$ cat src/rtl/mem_access_dcache_unit.sv
// MEM-stage unit of the RV32I pipeline.
// Aligns store data, extends load data, selects the register writeback value and
// holds a direct-mapped write-back / write-allocate data cache. Misses are served
// by a four-state FSM that exchanges whole blocks with main memory. The pipeline
// is stalled through data_memory_busywait while a miss is being served.
module mem_access_dcache_unit #(
  parameter int NUM_SETS    = 8,
  parameter int BLOCK_WORDS = 4,
  parameter int ADDR_W      = 32
) (
  input  logic                                      clock,
  input  logic                                      reset,
  input  logic                                      mem_read_signal,
  input  logic                                      mem_write_signal,
  input  logic                                      mux5signal,
  input  logic [31:0]                               mux4_out_result,
  input  logic [31:0]                               data2,
  input  logic [2:0]                                func3,
  output logic                                      data_memory_busywait,
  output logic [31:0]                               mux5_out_write_data,
  output logic                                      mem_read,
  output logic                                      mem_write,
  output logic [ADDR_W-2-$clog2(BLOCK_WORDS)-1:0]   mem_address,
  output logic [32*BLOCK_WORDS-1:0]                 mem_writedata,
  input  logic [32*BLOCK_WORDS-1:0]                 mem_readdata,
  input  logic                                      mem_busywait
);

  localparam int OFF_W  = $clog2(BLOCK_WORDS);
  localparam int IDX_W  = $clog2(NUM_SETS);
  localparam int BLK_W  = ADDR_W - 2 - OFF_W;
  localparam int TAG_W  = BLK_W - IDX_W;
  localparam int OFF_SW = (OFF_W > 0) ? OFF_W : 1;
  localparam int LINE_W = 32 * BLOCK_WORDS;

  localparam logic [2:0] F3_B  = 3'b000;
  localparam logic [2:0] F3_H  = 3'b001;
  localparam logic [2:0] F3_W  = 3'b010;
  localparam logic [2:0] F3_BU = 3'b100;
  localparam logic [2:0] F3_HU = 3'b101;

  typedef enum logic [1:0] {
    S_IDLE,
    S_WRITE_BACK,
    S_MEM_READ,
    S_UPDATE
  } state_e;

  // Merge store data into an existing word according to the store width.
  function automatic logic [31:0] store_merge(input logic [31:0] old_word,
                                              input logic [31:0] wdata,
                                              input logic [2:0]  f3,
                                              input logic [1:0]  lane);
    logic [31:0] res;
    res = old_word;
    case (f3)
      F3_B:    res[{lane, 3'b000} +: 8]     = wdata[7:0];
      F3_H:    res[{lane[1], 4'b0000} +: 16] = wdata[15:0];
      F3_W:    res = wdata;
      default: res = old_word;
    endcase
    return res;
  endfunction

  // Pick the addressed byte/half/word and sign- or zero-extend it.
  function automatic logic [31:0] load_extend(input logic [31:0] word,
                                              input logic [2:0]  f3,
                                              input logic [1:0]  lane);
    logic [7:0]  b;
    logic [15:0] h;
    logic [31:0] res;
    b = 8'(word >> {lane, 3'b000});
    h = 16'(word >> {lane[1], 4'b0000});
    case (f3)
      F3_B:    res = {{24{b[7]}}, b};
      F3_BU:   res = {24'd0, b};
      F3_H:    res = {{16{h[15]}}, h};
      F3_HU:   res = {16'd0, h};
      F3_W:    res = word;
      default: res = 32'd0;
    endcase
    return res;
  endfunction

  // Cache storage: data and tags are never reset, only valid/dirty are.
  logic [31:0]       data_q [NUM_SETS][BLOCK_WORDS];
  logic [TAG_W-1:0]  tag_q  [NUM_SETS];
  logic [NUM_SETS-1:0] valid_q;
  logic [NUM_SETS-1:0] dirty_q;

  state_e            state_q, state_d;
  logic [TAG_W-1:0]  miss_tag_q, miss_tag_d;
  logic [IDX_W-1:0]  miss_idx_q, miss_idx_d;
  logic [LINE_W-1:0] fill_q;

  // Request address decode.
  logic [BLK_W-1:0]  blk_a;
  logic [IDX_W-1:0]  idx_a;
  logic [TAG_W-1:0]  tag_a;
  logic [OFF_SW-1:0] woff_a;
  logic [1:0]        lane_a;

  assign blk_a  = mux4_out_result[ADDR_W-1:2+OFF_W];
  assign idx_a  = blk_a[IDX_W-1:0];
  assign tag_a  = blk_a[BLK_W-1:IDX_W];
  assign lane_a = mux4_out_result[1:0];

  generate
    if (OFF_W > 0) begin : g_off
      assign woff_a = mux4_out_result[2 +: OFF_SW];
    end else begin : g_nooff
      assign woff_a = '0;
    end
  endgenerate

  // A write with an unknown width code is dropped and never stalls; a request
  // with both read and write high is served as a write.
  logic wr_req, rd_req, access, hit;
  logic [31:0] rd_word;

  assign wr_req  = mem_write_signal && ((func3 == F3_B) || (func3 == F3_H) || (func3 == F3_W));
  assign rd_req  = mem_read_signal && !mem_write_signal;
  assign access  = wr_req || rd_req;
  assign hit     = valid_q[idx_a] && (tag_q[idx_a] == tag_a);
  assign rd_word = data_q[idx_a][woff_a];

  logic busy_c;
  logic store_hit;
  logic fill_cap;
  logic line_upd;

  // Miss FSM: next state, stall and main-memory request generation.
  always_comb begin
    state_d     = state_q;
    miss_tag_d  = miss_tag_q;
    miss_idx_d  = miss_idx_q;
    busy_c      = 1'b0;
    mem_read    = 1'b0;
    mem_write   = 1'b0;
    mem_address = '0;
    store_hit   = 1'b0;
    fill_cap    = 1'b0;
    line_upd    = 1'b0;
    case (state_q)
      S_IDLE: begin
        if (access) begin
          if (hit) begin
            store_hit = wr_req;
          end else begin
            busy_c     = 1'b1;
            miss_tag_d = tag_a;
            miss_idx_d = idx_a;
            state_d    = (valid_q[idx_a] && dirty_q[idx_a]) ? S_WRITE_BACK : S_MEM_READ;
          end
        end
      end
      S_WRITE_BACK: begin
        busy_c      = 1'b1;
        mem_write   = 1'b1;
        mem_address = {tag_q[miss_idx_q], miss_idx_q};
        if (!mem_busywait) state_d = S_MEM_READ;
      end
      S_MEM_READ: begin
        busy_c      = 1'b1;
        mem_read    = 1'b1;
        mem_address = {miss_tag_q, miss_idx_q};
        if (!mem_busywait) begin
          fill_cap = 1'b1;
          state_d  = S_UPDATE;
        end
      end
      S_UPDATE: begin
        busy_c   = 1'b1;
        line_upd = 1'b1;
        state_d  = S_IDLE;
      end
      default: state_d = S_IDLE;
    endcase
  end

  // FSM state register; reset abandons any transfer in flight.
  always_ff @(posedge clock) begin
    if (reset) state_q <= S_IDLE;
    else       state_q <= state_d;
  end

  // Miss address capture (datapath, no reset needed).
  always_ff @(posedge clock) begin
    miss_tag_q <= miss_tag_d;
    miss_idx_q <= miss_idx_d;
  end

  // Line status bits: store hits mark dirty, a refill leaves the line clean.
  always_ff @(posedge clock) begin
    if (reset) begin
      valid_q <= '0;
      dirty_q <= '0;
    end else begin
      if (store_hit) dirty_q[idx_a] <= 1'b1;
      if (line_upd) begin
        valid_q[miss_idx_q] <= 1'b1;
        dirty_q[miss_idx_q] <= 1'b0;
      end
    end
  end

  // Data, tag and fill buffer updates.
  always_ff @(posedge clock) begin
    if (fill_cap) fill_q <= mem_readdata;
    if (store_hit) data_q[idx_a][woff_a] <= store_merge(rd_word, data2, func3, lane_a);
    if (line_upd) begin
      tag_q[miss_idx_q] <= miss_tag_q;
      for (int w = 0; w < BLOCK_WORDS; w++) begin
        data_q[miss_idx_q][w] <= fill_q[32*w +: 32];
      end
    end
  end

  // Victim line presented to main memory, word 0 in the LSBs.
  always_comb begin
    mem_writedata = '0;
    for (int w = 0; w < BLOCK_WORDS; w++) begin
      mem_writedata[32*w +: 32] = data_q[miss_idx_q][w];
    end
  end

  logic [31:0] ld_data;

  assign ld_data              = (rd_req && !busy_c) ? load_extend(rd_word, func3, lane_a) : 32'd0;
  assign data_memory_busywait = busy_c;
  assign mux5_out_write_data  = mux5signal ? ld_data : mux4_out_result;

endmodule

$ cat config.mk
export PLATFORM = sky130hd
export DESIGN_NAME = mem_access_dcache_unit
export DESIGN_NICKNAME = d
export VERILOG_FILES = /design/src/rtl/mem_access_dcache_unit.sv
export SDC_FILE = /design/constraint.sdc
export NUM_CORES = 2
export LEC_CHECK = 0
export CAP_MARGIN = 20
export CORE_ASPECT_RATIO = 1.2
export CORE_MARGIN = 1.5
export CORE_UTILIZATION = 50
export DETAILED_ROUTE_END_ITERATION = 10
export PLACE_DENSITY = 0.69
export SYNTH_ARGS = -nofsm -noshare
export SYNTH_HDL_FRONTEND = slang
export SYNTH_SLANG_ARGS = --single-unit
$ cat constraint.sdc
create_clock -name clock -period 9.7 [get_ports clock]
set_clock_uncertainty 0.2 [all_clocks]
set_input_delay 1.455 -clock clock [delete_from_list [all_inputs] [get_ports clock]]
set_output_delay 1.455 -clock clock [all_outputs]
set_load 0.03 [all_outputs]
==> run metrics <==
count of unique library cells instantiated by Yosys=82; gr ovfl total=0; most common cell after layout, fill and taps aside=sky130_fd_sc_hd__edfxtp_1; slack of the worst reg-to-reg path=4.05 ns; violation count after the first detailed-routing iteration=7165; detailed-routing iteration count for the pre-antenna-repair pass=6; Die Y-Extent=403 um; I/O Pins=392; setup slack at placement=1.46 ns; Mapped Area=66500 um^2; standard cell with the maximum stage delay on the critical path=sky130_fd_sc_hd__a221oi_1; highest net fanout along the worst path=86; DRC viols=0; die outline width=336 um; met3 layer usage reported by global route=11.0%; number of nets produced by synthesis=4281; number of standard cells in the layout, taps in and fillers out=6344; final total negative setup slack=0 ns; number of antenna violations at the first check in global routing=23; Required @ worst endpoint=8.05 ns; final number of max-transition violations=0; final core utilization=58.7%; detailed-route via count=45155; endpoint of the most critical register-to-register path=data_q[7][121]; hold path start=valid_q[3]; maximum resistive drop on vdd=0.000224 V; max-cap violations=0; Data arrival, critical path=7.04 ns; Final Hold Slack=0.251 ns; unrepaired setup endpoints after global routing=false; via count of the first global-routing pass=43569; initial core utilization=50.4%; Antenna Nets Post-Route=0; most frequent cells in the layout=1380 x sky130_fd_sc_hd__edfxtp_1, 417 x sky130_fd_sc_hd__mux4_2, 386 x sky130_fd_sc_hd__clkdlybuf4s50_1; dominant synthesized flop cell=sky130_fd_sc_hd__edfxtp_1; Vias/cell=7.12; sequential element share of the synthesized area=62.9%; WHS Endpoint=valid_q[3]; Core Region=132000 um^2; final WL=245 mm; final critical path time including I/O delays and setup=8.69 ns; CTS sink count=1401; met1 Resource Use GR=47.1%; final weighted congestion in routability-driven placement=1.04; cell family contributing the most delay on the critical path=compound AO/OA/AOI/OAI gates; post-route worst setup slack=1.01 ns; Rows=146; number of setup violations in the final report=0; slowest cell delay on critical path=1.09 ns; worst min path class=flop to flop; global-route wire length before repair=338 mm; type of the setup path with the least slack=input port to output port; Highest Clock Rate=115 MHz; cells along the critical path=buf_8 > buf_4 > nand2b_1 > buf_4 > o21ai_0 > a221oi_1 > o32ai_1 > a32oi_1 > o21ai_0 > a211oi_1 > o22ai_1 > clkdlybuf4s50_1; number of port buffers=391; worst hold path stage count=2; top post-synthesis cells by area=sky130_fd_sc_hd__edfxtp_1 62%, sky130_fd_sc_hd__mux4_2 14%, sky130_fd_sc_hd__mux2_2 4.1%, sky130_fd_sc_hd__mux2i_1 2.9%, sky130_fd_sc_hd__a21oi_1 1.5%; post_cts resized=0; count of buffer and inverter cells on the critical path=4; all-layer global routing usage=36.2%; layout cells sized above 1=24.3%; Filler Cell Count=9911; CTS Hold Buffers Added=0; Worst Tran Pin Value=1.42 ns; number of buffers inserted to repair setup after CTS=0; busiest layer in global routing=met2; H-tree levels=4; Cells after Synth=4070; largest buffer count on any clock path=3; layout overhead on the synthesized area=16.5%; pwr/cell area=234 nW/um^2; clock edge transition at the registers on the reported setup and hold paths=0.06 ns; depth of the most critical reg-to-reg path=10; proportion of register bits with asynchronous set or reset after synthesis=0%; static power due to leakage=25.3 nW; Setup crit end kind=output port; CP startpoint kind=input port; half-perimeter wire length after detailed placement=160 mm; Synth Register Bits=1401; origin of the critical flop-to-flop path=tag_q[4][1]; cell count after placement=6070; post-synth top area share=62.3%; Die Footprint=135000 um^2; count of endpoints failing hold in the final timing report=0; latest clock arrival within the worst-skew pair=0.83 ns; mean cell area of the mapped netlist=16.3 um^2; fin crit share=89.6%; clock tree from TritonCTS=done; Final #Nets=4654; met2 Usage GRT=52.2%; pin count of the biggest net entering global routing=134; number of synthesized flops with an enable pin=1380; Root Driver=sky130_fd_sc_hd__clkbuf_16; largest area contributor in the synthesized netlist=sky130_fd_sc_hd__edfxtp_1; Routed WL per cell=38.6 um; status=complete, no violations; relative slew slack=5.50%; Warnings, synthesis=0; CTS Buf Count=143
cells by family after synthesis:
kind of cell             count (synthesis)  synth area share [%]
AO/OA/AOI/OAI                          877                  9.20
XOR/XNOR                                16                 0.211
adder cells (fa/ha/maj)                 10                 0.188
buffers and inverters                  400                  2.70
flip-flops                            1401                  62.9
multiplexers                           854                  21.2
AND/OR/NAND/NOR                        512                  3.54
layout make-up:
| type | instances | area, um^2 | share of cell area [%] |
|---|---|---|---|
| timing repair buffer | 546 | 5260 | 6.79 |
| antenna | 10 | 25.0 | 0.0323 |
| inverter | 82 | 310 | 0.400 |
| sequential | 1401 | 41900 | 54.0 |
| clock inverter | 86 | 606 | 0.781 |
| tap | 1776 | 2220 | 2.87 |
| clock buffer | 174 | 3780 | 4.88 |
| multi-input combinational | 2269 | 23400 | 30.2 |
sequential cells by signal, indices dropped and copies added, names as in the netlist, named ones only:
register,flops
miss_idx_q,3
fill_q,128
dirty_q,8
tag_q,200
valid_q,8
miss_tag_q,25
data_q,1024
state_q,2
power breakdown:
group	switching [W]	internal, W	total, W
Clock	0.00236	0.00290	0.00526
Combinational	0.00332	0.00211	0.00544
Sequential	0.000233	0.00723	0.00746
Total	0.00592	0.0122	0.0182
per-layer routing:
layer	vias up	part of all wire, %
met3	776	14
met4	30	8.3
met5	-	0.089
li1	17591	-
met1	22995	34
met2	3763	44
how the worst max path moves through the flow:
| stage | start | endpoint | depth (start not counted) |
|---|---|---|---|
| after floorplan | mem_busywait | fill_q[0] | 1 |
| after global placement | mux4_out_result[6] | mux5_out_write_data[5] | 12 |
| after detailed placement | mux4_out_result[6] | mux5_out_write_data[5] | 12 |
| after CTS | mux4_out_result[6] | mux5_out_write_data[5] | 12 |
| after global routing | mux4_out_result[6] | mux5_out_write_data[5] | 12 |
| final | mux4_out_result[6] | mux5_out_write_data[5] | 12 |
worst register-to-register path: stages, from the launching register on:
cell	delay [ns]
sky130_fd_sc_hd__edfxtp_1	0.38
sky130_fd_sc_hd__mux4_2	0.47
sky130_fd_sc_hd__mux2i_1	0.20
sky130_fd_sc_hd__xor2_1	0.51
sky130_fd_sc_hd__o21ai_1	0.14
sky130_fd_sc_hd__or4_4	0.54
sky130_fd_sc_hd__nor4_4	0.31
sky130_fd_sc_hd__buf_4	0.29
sky130_fd_sc_hd__nand4_4	0.62
sky130_fd_sc_hd__o31ai_4	1.03
sky130_fd_sc_hd__buf_4	0.56
Yosys cell counts (7+ instances only):
cell type and count:
sky130_fd_sc_hd__a211oi_1 15, sky130_fd_sc_hd__a21o_1 39, sky130_fd_sc_hd__a21oi_1 198, sky130_fd_sc_hd__a221o_1 31, sky130_fd_sc_hd__a221oi_1 90, sky130_fd_sc_hd__a22o_1 24
sky130_fd_sc_hd__a22oi_1 105, sky130_fd_sc_hd__a2bb2oi_1 8, sky130_fd_sc_hd__a31oi_1 10, sky130_fd_sc_hd__and2_1 12, sky130_fd_sc_hd__and3_1 12, sky130_fd_sc_hd__buf_1 44
sky130_fd_sc_hd__buf_2 53, sky130_fd_sc_hd__buf_4 32, sky130_fd_sc_hd__buf_6 12, sky130_fd_sc_hd__clkbuf_1 175, sky130_fd_sc_hd__dfxtp_1 21, sky130_fd_sc_hd__edfxtp_1 1380
sky130_fd_sc_hd__ha_1 10, sky130_fd_sc_hd__inv_1 80, sky130_fd_sc_hd__mux2_2 244, sky130_fd_sc_hd__mux2i_1 190, sky130_fd_sc_hd__mux4_2 417, sky130_fd_sc_hd__nand2_1 205
sky130_fd_sc_hd__nand2b_1 10, sky130_fd_sc_hd__nand3_1 32, sky130_fd_sc_hd__nor2_1 136, sky130_fd_sc_hd__nor2b_1 38, sky130_fd_sc_hd__nor3_1 26, sky130_fd_sc_hd__o211ai_1 13
sky130_fd_sc_hd__o21a_1 21, sky130_fd_sc_hd__o21ai_0 111, sky130_fd_sc_hd__o221ai_1 36, sky130_fd_sc_hd__o22a_1 7, sky130_fd_sc_hd__o22ai_1 50, sky130_fd_sc_hd__o2bb2ai_1 26
sky130_fd_sc_hd__o31ai_1 41, sky130_fd_sc_hd__xor2_1 12
stage by stage:
step | power (W) | instance area, um^2
finish | 0.0182 | 77500
global route | 0.0186 | 77500
CTS | 0.0181 | 77400
detailed placement | 0.0129 | 73000
global placement | 0.0129 | 73000
floorplan | 0.0107 | 66500
(Power assumes the default switching activity.)
